==> src/rtl/multi_voice_tone_gen_if.sv <==
// Per-voice request/status bundle for the multi-voice tone generator.
interface multi_voice_tone_gen_if #(
  parameter int unsigned NUM_VOICES = 3,
  parameter int unsigned DUR_W      = 10
);
  logic [NUM_VOICES-1:0]       start;
  logic [NUM_VOICES-1:0]       stop;
  logic [4*NUM_VOICES-1:0]     note_sel;
  logic [2*NUM_VOICES-1:0]     octave;
  logic [DUR_W*NUM_VOICES-1:0] dur_ms;
  logic [NUM_VOICES-1:0]       busy;
  logic [NUM_VOICES-1:0]       done;
  logic [NUM_VOICES-1:0]       voice_out;

  modport master (
    output start, stop, note_sel, octave, dur_ms,
    input  busy, done, voice_out
  );

  modport slave (
    input  start, stop, note_sel, octave, dur_ms,
    output busy, done, voice_out
  );
endinterface

==> src/rtl/multi_voice_tone_gen.sv <==
// N-voice square-wave tone generator with ms-timed notes and a
// highest-index-wins priority mux onto a single buzzer pin.
module multi_voice_tone_gen #(
  parameter int unsigned CLK_HZ     = 12000000,
  parameter int unsigned NUM_VOICES = 3,
  parameter int unsigned DUR_W      = 10,
  parameter int unsigned CNT_W      = 24
) (
  input  logic                   clk,
  input  logic                   reset,
  multi_voice_tone_gen_if.slave  bus,
  input  logic                   mute,
  output logic                   sound_out
);

  localparam int unsigned PRE_MAX = CLK_HZ / 1000 - 1;
  localparam int unsigned PRE_W   = $clog2(PRE_MAX + 1);

  typedef enum logic {IDLE, PLAY} state_t;

  function automatic longint unsigned note_freq(input int unsigned n);
    case (n)
      0:       return 64'd26163;
      1:       return 64'd29366;
      2:       return 64'd32963;
      3:       return 64'd34923;
      4:       return 64'd39200;
      5:       return 64'd44000;
      6:       return 64'd49388;
      7:       return 64'd52325;
      8:       return 64'd58733;
      9:       return 64'd65925;
      10:      return 64'd69846;
      11:      return 64'd78399;
      12:      return 64'd88000;
      13:      return 64'd98777;
      14:      return 64'd104650;
      default: return 64'd26163;
    endcase
  endfunction

  function automatic logic [CNT_W-1:0] half_period(input int unsigned n, input int unsigned o);
    longint unsigned h;
    h = (64'(CLK_HZ) * 64'd50 / note_freq(n)) >> o;
    if (h < 64'd2) h = 64'd2;
    return CNT_W'(h);
  endfunction

  // Constant lookup indexed by {note, octave}; rest entries are never used for toggling.
  logic [CNT_W-1:0] hp_tab [64];
  for (genvar i = 0; i < 64; i++) begin : g_hp
    assign hp_tab[i] = half_period(i / 4, i % 4);
  end

  logic [PRE_W-1:0]      pre;
  logic                  tick;
  state_t                state   [NUM_VOICES];
  logic [3:0]            note_q  [NUM_VOICES];
  logic [1:0]            oct_q   [NUM_VOICES];
  logic [DUR_W-1:0]      dur_cnt [NUM_VOICES];
  logic [CNT_W-1:0]      phase   [NUM_VOICES];
  logic [CNT_W-1:0]      hp_cur  [NUM_VOICES];
  logic [NUM_VOICES-1:0] busy_q;
  logic [NUM_VOICES-1:0] done_q;
  logic [NUM_VOICES-1:0] vout_q;
  logic                  sel;

  assign tick          = (pre == PRE_W'(PRE_MAX));
  assign bus.busy      = busy_q;
  assign bus.done      = done_q;
  assign bus.voice_out = vout_q;

  always_comb begin
    for (int unsigned v = 0; v < NUM_VOICES; v++) begin
      hp_cur[v] = hp_tab[{note_q[v], oct_q[v]}];
    end
  end

  // Later (higher-index) busy voices override earlier ones.
  always_comb begin
    sel = 1'b0;
    for (int unsigned v = 0; v < NUM_VOICES; v++) begin
      if (busy_q[v]) sel = vout_q[v];
    end
    if (mute) sel = 1'b0;
  end

  always_ff @(posedge clk or posedge reset) begin
    if (reset) begin
      pre       <= '0;
      sound_out <= 1'b0;
      busy_q    <= '0;
      done_q    <= '0;
      vout_q    <= '0;
      for (int unsigned v = 0; v < NUM_VOICES; v++) begin
        state[v]   <= IDLE;
        note_q[v]  <= '0;
        oct_q[v]   <= '0;
        dur_cnt[v] <= '0;
        phase[v]   <= '0;
      end
    end else begin
      pre       <= tick ? '0 : pre + PRE_W'(1);
      sound_out <= sel;
      done_q    <= '0;
      for (int unsigned v = 0; v < NUM_VOICES; v++) begin
        if (bus.stop[v]) begin
          // Stop beats a same-cycle start; in IDLE it is a no-op.
          if (state[v] == PLAY) begin
            state[v]  <= IDLE;
            busy_q[v] <= 1'b0;
            vout_q[v] <= 1'b0;
            phase[v]  <= '0;
          end
        end else if (bus.start[v]) begin
          state[v]   <= PLAY;
          busy_q[v]  <= 1'b1;
          vout_q[v]  <= 1'b0;
          phase[v]   <= '0;
          note_q[v]  <= bus.note_sel[4*v +: 4];
          oct_q[v]   <= bus.octave[2*v +: 2];
          dur_cnt[v] <= bus.dur_ms[DUR_W*v +: DUR_W];
        end else if (state[v] == PLAY) begin
          if (tick && dur_cnt[v] == DUR_W'(1)) begin
            state[v]   <= IDLE;
            busy_q[v]  <= 1'b0;
            vout_q[v]  <= 1'b0;
            phase[v]   <= '0;
            dur_cnt[v] <= '0;
            done_q[v]  <= 1'b1;
          end else begin
            if (tick && dur_cnt[v] != '0) dur_cnt[v] <= dur_cnt[v] - DUR_W'(1);
            if (phase[v] == hp_cur[v] - CNT_W'(1)) begin
              phase[v] <= '0;
              if (note_q[v] != 4'd15) vout_q[v] <= ~vout_q[v];
            end else begin
              phase[v] <= phase[v] + CNT_W'(1);
            end
          end
        end
      end
    end
  end

endmodule

==> src/flat_wrapper.sv <==
// flat-port wrapper written by rule: the top's interface ports become plain ports
module multi_voice_tone_gen_flat 
#(
  parameter int unsigned CLK_HZ     = 12000000,
  parameter int unsigned NUM_VOICES = 3,
  parameter int unsigned DUR_W      = 10,
  parameter int unsigned CNT_W      = 24
)
  (clk, reset, mute, sound_out, bus_start, bus_stop, bus_note_sel, bus_octave, bus_dur_ms, bus_busy, bus_done, bus_voice_out);
  multi_voice_tone_gen_if #(.NUM_VOICES(NUM_VOICES), .DUR_W(DUR_W)) bus_i ();
  input  logic clk;
  input  logic reset;
  input  logic mute;
  output logic sound_out;
  input wire logic [$bits(bus_i.start)-1:0] bus_start;
  input wire logic [$bits(bus_i.stop)-1:0] bus_stop;
  input wire logic [$bits(bus_i.note_sel)-1:0] bus_note_sel;
  input wire logic [$bits(bus_i.octave)-1:0] bus_octave;
  input wire logic [$bits(bus_i.dur_ms)-1:0] bus_dur_ms;
  output wire logic [$bits(bus_i.busy)-1:0] bus_busy;
  output wire logic [$bits(bus_i.done)-1:0] bus_done;
  output wire logic [$bits(bus_i.voice_out)-1:0] bus_voice_out;
  assign bus_i.start = bus_start;
  assign bus_i.stop = bus_stop;
  assign bus_i.note_sel = bus_note_sel;
  assign bus_i.octave = bus_octave;
  assign bus_i.dur_ms = bus_dur_ms;
  assign bus_busy = bus_i.busy;
  assign bus_done = bus_i.done;
  assign bus_voice_out = bus_i.voice_out;
  multi_voice_tone_gen #(.CLK_HZ(CLK_HZ), .NUM_VOICES(NUM_VOICES), .DUR_W(DUR_W), .CNT_W(CNT_W)) u_core (.clk(clk), .reset(reset), .bus(bus_i), .mute(mute), .sound_out(sound_out));
endmodule
==> config.mk <==
export PLATFORM = sky130hd
export DESIGN_NAME = multi_voice_tone_gen_flat
export DESIGN_NICKNAME = d
export VERILOG_FILES = /design/src/rtl/multi_voice_tone_gen_if.sv /design/src/rtl/multi_voice_tone_gen.sv /design/src/flat_wrapper.sv
export SDC_FILE = /design/constraint.sdc
export NUM_CORES = 1
export LEC_CHECK = 0
export CAP_MARGIN = 20
export CORE_MARGIN = 1.5
export CORE_UTILIZATION = 58
export CTS_BUF_LIST = sky130_fd_sc_hd__clkbuf_8
export DETAILED_ROUTE_END_ITERATION = 6
export GPL_ROUTABILITY_DRIVEN = 0
export PLACE_DENSITY = 0.8
export RECOVER_POWER = 25
export SYNTH_ARGS = -nofsm -noshare
export SYNTH_HDL_FRONTEND = slang
export SYNTH_SLANG_ARGS = --single-unit
==> constraint.sdc <==
create_clock -name clk -period 5.2 [get_ports clk]
set_input_delay 1.04 -clock clk [delete_from_list [all_inputs] [get_ports clk]]
set_output_delay 1.04 -clock clk [all_outputs]
set_load 0.1 [all_outputs]
**Word-level counts from Yosys, hierarchy flattened**

Memory sizes are Yosys's and may differ from the RTL's.
Cells that the tools add are included.

- Register bits after elaboration: 147
- Memory bits (read-only): 4608
- Bits of input ports: 57
- Output and inout port bits: 10
- Logic and storage cells: 199
- Memories: 3

- Add/sub/neg operators: 10
- Order comparisons: 3
- Eq/ne operators: 13
- Mux-type cells: 98
- Bitwise operators: 9
- Reduce and logical (&&, ||, !) cells: 39

Memory list:

| name | depth | width | read ports | clocked after memory_dff | wr ports | RTL line | source |
|---|---|---|---|---|---|---|---|
| (name not given) | 64 | 24 | 1 | 0 | 0 | multi_voice_tone_gen.sv:75 | `hp_cur[v] = hp_tab[{note_q[v], oct_q[v]}];` |
| (name not given) | 64 | 24 | 1 | 0 | 0 | multi_voice_tone_gen.sv:75 |  |
| (name not given) | 64 | 24 | 1 | 0 | 0 | multi_voice_tone_gen.sv:75 |  |

Operators by type and width:

| cell | number |
|---|---|
| $mux W24 | 24 |
| $mux W10 | 12 |
| $add A24 B1 Y24 const B | 3 |
| $eq A24 B24 Y1 | 3 |
| $sub A24 B1 Y24 const B | 3 |
| $mux W1 | 61 |
| $eq A10 B1 Y1 const B | 3 |
| $reduce_bool A10 Y1 | 3 |
| $sub A10 B1 Y10 const B | 3 |
| $reduce_bool A4 Y1 | 6 |
| $ge A7 B7 Y1 const B | 3 |
| $not A6 Y7 | 3 |
| $reduce_and A3 Y1 | 6 |
| $reduce_bool A3 Y1 | 6 |
| $add A14 B1 Y14 const B | 1 |
| $eq A14 B14 Y1 const B | 1 |
| $mux W14 | 1 |
| $ne A4 B4 Y1 const B | 3 |
| $reduce_and A2 Y1 | 6 |
| $reduce_and A4 Y1 | 3 |
| $logic_and A1 B1 Y1 | 6 |
| $ne A2 B1 Y1 const B | 3 |
| $not A1 Y1 | 6 |
| $reduce_bool A2 Y1 | 3 |

**Longest topological paths before layout**

Gate-level depths: netlist (run 1).

- Depth after elaboration: 11
- Gate-level depth with buffers: 21
- Mapped depth without buffers: 17

**Least setup slack after synthesis (run 1)**

OpenSTA, ideal clock, no wires.

- Kind: register to register
- From: reg u_core.oct_q[0] (netlist name)
- To: reg u_core.phase[7] (netlist name)
- Data arrival time: 4968 ps
- Slack: 106 ps
- Cell stages (with the launch flop): 19
- Buffers on the path: 4
- Clock period less this slack: 5094 ps
- Cells stage by stage: dfrtp_1 > clkbuf_1 > inv_1 > ha_1 > clkbuf_1 > o211ai_1 > a31o_2 > a31oi_1 > ha_1 > inv_1 > o32a_1 > clkbuf_1 > o41a_1 > or4b_1 > o211a_2 > nor4_4 > nor2_2 > buf_6 > a221o_1

- Cells in the longest elaborated chain, start to end: 11

RTL lines:

| item | RTL line | source |
|---|---|---|
| start, declared | multi_voice_tone_gen.sv:59 | `logic [1:0] oct_q [NUM_VOICES];` |
| start signal, assigned by index | multi_voice_tone_gen.sv:121 | `oct_q[v] <= bus.octave[2*v +: 2];` |
| $not A6 Y7 (not written as such) | multi_voice_tone_gen.sv:75 |  |
| $mem_v2 Z64 W24 | n/a |  |
| $mux W24 (not written as such) (2 in series) | multi_voice_tone_gen.sv:75 |  |
| $sub A24 B1 Y24 | multi_voice_tone_gen.sv:133 | `if (phase[v] == hp_cur[v] - CNT_W'(1)) begin` |
| $eq A24 B24 Y1 | multi_voice_tone_gen.sv:133 |  |
| $mux W24 | multi_voice_tone_gen.sv:133 |  |
| $mux W24 | multi_voice_tone_gen.sv:124 | `if (tick && dur_cnt[v] == DUR_W'(1)) begin` |
| $mux W24 | multi_voice_tone_gen.sv:123 | `end else if (state[v] == PLAY) begin` |
| $mux W24 | multi_voice_tone_gen.sv:115 | `end else if (bus.start[v]) begin` |
| $mux W24 | multi_voice_tone_gen.sv:107 | `if (bus.stop[v]) begin` |
| end signal, assigned by index | multi_voice_tone_gen.sv:137 | `phase[v] <= phase[v] + CNT_W'(1);` |
| end, declared | multi_voice_tone_gen.sv:61 | `logic [CNT_W-1:0] phase [NUM_VOICES];` |

Every way passes these cells. The select of a mux whose other input is x is not followed.
A chain may end at the register's enable or synchronous reset.

**Final worst setup path (run 1)**

- From: reg u_core.oct_q[1] (netlist name)
- To: reg u_core.phase[5] (netlist name)

Same word-level chain as after synthesis.

==> results_dict.tcl, run 1 <==
set metrics [dict create \
    status "finished, violations left" \
    violations "capacitance limit, slew limit" \
    cts_made_buffers 17 \
    grtUsageMet2_pct 47.48 \
    ir_drop_mv 0.1787 \
    synthesis.nets 1950 \
    fin_area_sq_mm 0.01550 \
    die_area_sq_mm 0.02528 \
    clk_transition_reported_paths_ps 100 \
    p_leak_uw 0.006211 \
    dpl.hpwl_um 27800 \
    yosys_warnings 0 \
    ys_top_cells_by_count "nor2_1, nand2_1, dfrtp_1, o21ai_0, a21oi_1" \
    crit_top_cell "buf_4" \
    start_kind "register" \
    period_share_pct 94.07 \
    initial_core_util_pct 59.60 \
    grt_util_met3_pct 5.548 \
    drt_iter0_drc 1834 \
    drt-total-wl_um 39370 \
    ys_top_cells_by_area "dfrtp_1, nor2_1, o21ai_0" \
    synthArstFlopShare_pct 100.0 \
    post-synth-top-count-cell "nor2_1" \
    maxCapViolations 1 \
    grt_pass1_vias 13280 \
    syn_to_final_growth_pct 9.849 \
    skew_ps 18.23 \
    relSlewSlack_pct -121.2 \
    hold_path.class "register to register" \
    nFillCells 2029 \
    antennaDiodeCount 0 \
    ys_seq_area_share_pct 26.06 \
    power.density_mw_per_mm2 279.1 \
    cts_root_buf "clkbuf_8" \
    cts_sinks 147 \
    vias 14450 \
    rsz0062_at_grt "no" \
    slew_violations 84 \
    drc 0 \
    placed_area_sq_mm 0.01503 \
    crit_slowest_cell "nor4_1" \
    vias_per_cell 6.639 \
    yosysTopAreaCell "dfrtp_1" \
    fp-row-count 56 \
    syn_inst 1838 \
    worstMarginPinSlew_ps 3315 \
    multi_input_area_sq_mm 0.009683 \
    track_usage_pct 31.00 \
    io_pins 67 \
    fp.dieH_um 159 \
    synth_ff_type "dfrtp_1" \
    seqCellArea_sq_mm 0.003681 \
    avgSynthCellArea_sq_um 7.679 \
    critPathTopFamily "simple AND/OR/NAND/NOR gates" \
    hold_viol 0 \
    wire_per_inst_um 18.09 \
    grt_antenna_before_repair 0 \
    end_kind "register" \
    cp_num_buf_inv 5 \
    drtAntennaViolNets 0 \
    crit_chain "inv_1 > ha_2 > buf_4 > or2_2 > mux2i_1 > a221oi_1 > nor4_1 > nand4_1 > buf_4 > nor4b_1 > mux2i_1 > nand4_1 > nor4_4 > buf_4 > buf_4 > nor4b_1 > a221o_1" \
    path_class "register to register" \
    grt_use_met1_pct 42.79 \
    dieWidth_um 159 \
    final_nets 1957 \
    hold_slack_ps 471.0 \
    core_region_area_sq_mm 0.02368 \
    cp.arrival_ps 5240 \
    setup_viol 0 \
    netlist.area_leader.share_pct 26.06 \
    grt_max_degree 85 \
    htree_levels 4 \
    ys_ff_latch 147 \
    drt_pre_antenna_iters 6 \
    cts_tree "built" \
    r2r_setup_slack_ps 310 \
    period_needed_ps 4892 \
    cts_buffer_depth 2 \
    clk_latency_ps 470 \
    fmax_ghz 0.2044 \
    required_ps 5550 \
    grt_overflow 0 \
    cts_hold_buf 0 \
    grt_pass1_wl_um 66180 \
    busiest_layer "met2" \
    yosysUniqueCellTypes 88 \
    layout-drive-gt1-share_pct 8.073 \
    synth_edf_count 0 \
    fin_setup_tns_ps 0 \
    cp_max_fo 11 \
    netlist_area_sq_mm 0.01411 \
    crit_path_max_incr_delay_ps 520 \
    portBuffers 66 \
]
[flip-flops by register name, summed over array words and instances (netlist names), 3 cells and up]
name,count
u_core.state,3
u_core.bus.busy,3
u_core.note_q,12
u_core.dur_cnt,30
u_core.pre,14
u_core.bus.done,3
u_core.phase,72
u_core.bus.voice_out,3
u_core.oct_q,6
[per-layer routing]
metal	up-vias	share of wire (%)
met3	124	8.1
met1	6800	43
li1	6787	-
met5	-	0
met4	0	3.5
met2	742	45
[placed cells by master (no fill, tap or decap), types with 14 or more instances in the layout]
cell / Yosys / routed
a211o_1: 15 / 15
and2_1: 22 / 22
a22oi_1: 14 / 14
nor2_1: 194 / 194
or3_1: 22 / 22
o211ai_1: 20 / 20
nor2b_1: 44 / 44
a21oi_1: 104 / 104
nand3_1: 75 / 75
inv_1: 44 / 44
nand2b_1: 46 / 46
o21ai_0: 138 / 138
nand4_1: 30 / 30
xor2_1: 52 / 52
xnor2_1: 52 / 52
and3_1: 31 / 31
nor3_1: 64 / 64
nor4_1: 32 / 31
mux2i_1: 31 / 31
a211oi_1: 29 / 29
clkdlybuf4s50_1: 0 / 65
a32oi_1: 14 / 14
clkbuf_8: 0 / 17
dfrtp_1: 147 / 145
buf_4: 6 / 58
nand2_1: 155 / 155
a31oi_1: 20 / 20
ha_1: 55 / 54
[cell type report]
cell class,count,share of cell area [%]
Clock buffer,17,1.509
Clock inverter,15,1.340
Inverter,48,1.162
Multi-Input combinational cell,1505,62.45
Sequential cell,147,23.74
Tap cell,319,2.574
Timing Repair Buffer,126,7.222
[power breakdown]
| group | leakage, uW | internal (uW) | switching, uW |
|---|---|---|---|
| Clock | 0.000220 | 419 | 572 |
| Sequential | 0.00194 | 1210 | 112 |
| Combinational | 0.00405 | 786 | 1230 |
[cells by family after synthesis]
logic type      share of synthesized area (%)
compound gates                          23.78
xor+xnor                                6.569
fa+ha+maj                               4.875
buf+inv                                 5.398
flops                                   26.06
mux                                     4.751
simple gates                            28.56
[repair_timing]
action | 4_1_cts | 5_1_grt
buffers inserted | 0 | 4
hold endpoints to repair | 0 | 0
endpoints found under the setup margin | 0 | 23
resized for setup | 0 | 1
[path summary, 6_finish.rpt]
| path | endpoint | depth (start not counted) | from |
|---|---|---|---|
| max | u_core.phase[5]$_DFFE_PP0P_ | 17 | u_core.oct_q[1]$_DFFE_PP0P_ |
| min | u_core.pre[4]$_DFF_PP0_ | 1 | u_core.pre[4]$_DFF_PP0_ |
| max reg2reg | u_core.phase[5]$_DFFE_PP0P_ | 17 | u_core.oct_q[1]$_DFFE_PP0P_ |
| min reg2reg | u_core.pre[4]$_DFF_PP0_ | 1 | u_core.pre[4]$_DFF_PP0_ |
| max in group asynchronous | u_core.note_q[5]$_DFFE_PP0P_ | 2 | reset |
| min in group asynchronous | u_core.bus.busy[2]$_DFFE_PP0P_ | 2 | reset |
[per-stage QoR]
step	setup WS, ps	utilization [%]	total power [uW]	instances
floorplan	106.0	-	2794	1838
global placement	185.4	63.47	3242	2139
detailed placement	45.90	63.47	3287	2139
CTS	2.270	65.33	4275	2171
global route	63.06	65.47	4587	2177
finish	308.1	65.47	4328	2177
Power figures use the tool's default switching activity.
==> inputs of run 2 (changes only) <==
--- a/config.mk
+++ b/config.mk
@@ -7,11 +7,10 @@
 export LEC_CHECK = 0
 export CAP_MARGIN = 20
 export CORE_MARGIN = 1.5
-export CORE_UTILIZATION = 58
+export CORE_UTILIZATION = 40
 export CTS_BUF_LIST = sky130_fd_sc_hd__clkbuf_8
 export DETAILED_ROUTE_END_ITERATION = 6
 export GPL_ROUTABILITY_DRIVEN = 0
-export PLACE_DENSITY = 0.8
 export RECOVER_POWER = 25
 export SYNTH_ARGS = -nofsm -noshare
 export SYNTH_HDL_FRONTEND = slang
==> results_dict.tcl, run 2 (same netlist as run 1, synthesis figures left out) <==
set metrics [dict create \
    fp.dieH_um 190.9 \
    timing.rr.start "u_core.oct_q[0]$_DFFE_PP0P_" \
    fmax_ghz 0.2108 \
    skew_ps 22.80 \
    placed_area_sq_mm 0.01526 \
    fp-row-count 68 \
    hold_viol 0 \
    core_region_area_sq_mm 0.03463 \
    violations "capacitance limit, slew limit" \
    clk_latency_ps 480 \
    rsz0062_at_grt "no" \
    grt_pass1_wl_um 68660 \
    maxCapViolations 1 \
    htree_levels 4 \
    drt_pre_antenna_iters 5 \
    r2r_cells 14 \
    setup_viol 0 \
    grt_overflow 0 \
    vias 14300 \
    whs_path_depth 1 \
    multi_input_area_sq_mm 0.009681 \
    hold_path.class "register to register" \
    cts_setup_buffers 0 \
    fin_area_sq_mm 0.01569 \
    finalPower_uw 4371 \
    seqCellArea_sq_mm 0.003681 \
    cp_max_fo 17 \
    dpl.hpwl_um 29700 \
    relSlewSlack_pct -46.58 \
    wire_per_inst_um 18.09 \
    slew_violations 99 \
    cts_resized 0 \
    worstMarginPinSlew_ps 2199 \
    layout_common_cells "nor2_1, nand2_1, dfrtp_1, o21ai_0, a21oi_1" \
    portBuffers 66 \
    whs_endpoint "u_core.pre[4]$_DFF_PP0_" \
    grt_max_degree 99 \
    nFillCells 3422 \
    die_area_sq_mm 0.03642 \
    syn_to_final_growth_pct 11.15 \
    vias_per_cell 6.166 \
    fin_setup_tns_ps 0 \
    grt_pass1_vias 13210 \
    biggestRegsByFlops "u_core.phase: 72 flops, u_core.dur_cnt: 30 flops, u_core.pre: 14 flops" \
    drtAntennaViolNets 0 \
    path_class "register to register" \
    status "finished, violations left" \
    timing.rr.end "u_core.phase[11]$_DFFE_PP0P_" \
    layout_commonest_cell "nor2_1" \
    drt-total-wl_um 41960 \
    drt_iter0_drc 1756 \
    power.density_mw_per_mm2 278.6 \
    drc 0 \
    p_leak_uw 0.006217 \
    period_share_pct 91.24 \
    layout-drive-gt1-share_pct 8.208 \
    cp.arrival_ps 5120 \
    antennaDiodeCount 0 \
    cts_root_buf "clkbuf_8" \
    clk_transition_reported_paths_ps 90 \
    period_needed_ps 4744 \
    final_nets 1963 \
    cts_sinks 147 \
    cts_tree "built" \
    cts_buffer_depth 2 \
    io_pins 67 \
    cts_hold_buf 0 \
    required_ps 5580 \
    start_kind "register" \
    min_from "u_core.pre[4]$_DFF_PP0_" \
    r2r_setup_slack_ps 460 \
    dieWidth_um 190.9 \
    initial_core_util_pct 40.76 \
    grt_antenna_before_repair 0 \
    track_usage_pct 23.01 \
    ir_drop_mv 0.1941 \
    largest_reg_flops 72 \
    cts_made_buffers 17 \
    end_kind "register" \
    largest_register "u_core.phase" \
]
==> run 2: cell count changes in the layout (fill, tap and decap cells not counted), moves of 2 or more <==
| cell | before | now |
|---|---|---|
| clkinv_8 | 6 | 0 |
| buf_4 | 58 | 62 |
| clkbuf_1 | 1 | 4 |
| inv_8 | 4 | 1 |
| bufinv_16 | 1 | 3 |
| clkbuf_8 | 17 | 19 |
| clkinv_2 | 0 | 2 |
| clkinv_4 | 1 | 3 |
| clkinvlp_4 | 0 | 2 |
==> run 2: worst max path at each step <==
stage	from	cells after the start	to	slack (ps)
finish	u_core.oct_q[0]$_DFFE_PP0P_	14	u_core.phase[11]$_DFFE_PP0P_	460
global route	u_core.oct_q[1]$_DFFE_PP0P_	14	u_core.phase[6]$_DFFE_PP0P_	190
CTS	u_core.oct_q[0]$_DFFE_PP0P_	14	u_core.phase[6]$_DFFE_PP0P_	480
detailed placement	u_core.oct_q[0]$_DFFE_PP0P_	14	u_core.phase[4]$_DFFE_PP0P_	500
global placement	u_core.oct_q[0]$_DFFE_PP0P_	16	u_core.phase[8]$_DFFE_PP0P_	550
floorplan	u_core.oct_q[0]$_DFFE_PP0P_	18	u_core.phase[7]$_DFFE_PP0P_	110
==> run 2: power breakdown <==
group	internal (uW)	leakage [uW]	switching (uW)
registers	1210	0.00194	100
clock network	508	0.000219	493
logic	798	0.00406	1260
==> run 2: final cells by class <==
type,count,share of cell area (%)
clock buffer,19,1.667
clock inverter,13,1.093
inverter,48,1.172
multi-input combinational,1505,61.70
sequential,147,23.46
tap,455,3.629
timing repair buffer,132,7.273
==> run 2: layer usage <==
metal / wire length, um / part of all wire (%) / GRT usage, % / vias to the layer above
met5: 0 / 0 / 0 / -
met4: 952 / 2.3 / 7.480 / 0
met3: 2843 / 6.8 / 3.736 / 82
met2: 18920 / 45 / 35.83 / 622
met1: 19240 / 46 / 32.27 / 6816
li1: - / - / - / 6779
==> run 2: through the flow <==
| step | utilization, % | hold slack (ps) | setup slack [ps] | std cells |
|---|---|---|---|---|
| 2_1_floorplan | - | 437.6 | 106.0 | 1838 |
| 3_3_place_gp | 44.06 | 460.5 | 550.8 | 2284 |
| 3_5_place_dp | 44.06 | 481.3 | 504.9 | 2284 |
| 4_1_cts | 45.31 | 491.8 | 479.2 | 2316 |
| 5_1_grt | 45.31 | 515.1 | 192.8 | 2319 |
| 6_report | 45.31 | 489.8 | 455.6 | 2319 |
==> run 2: worst max-delay path: stages, from the launching register on <==
cell      delay [ps]
dfrtp_1          350
inv_1            120
ha_1             340
buf_4            210
or3b_1           420
a31oi_1          190
o311ai_1         220
or4_1            580
o41a_1           470
or4b_1           500
o211a_2          170
nor4_4           280
buf_4            270
nor2_2           170
a221o_1          360
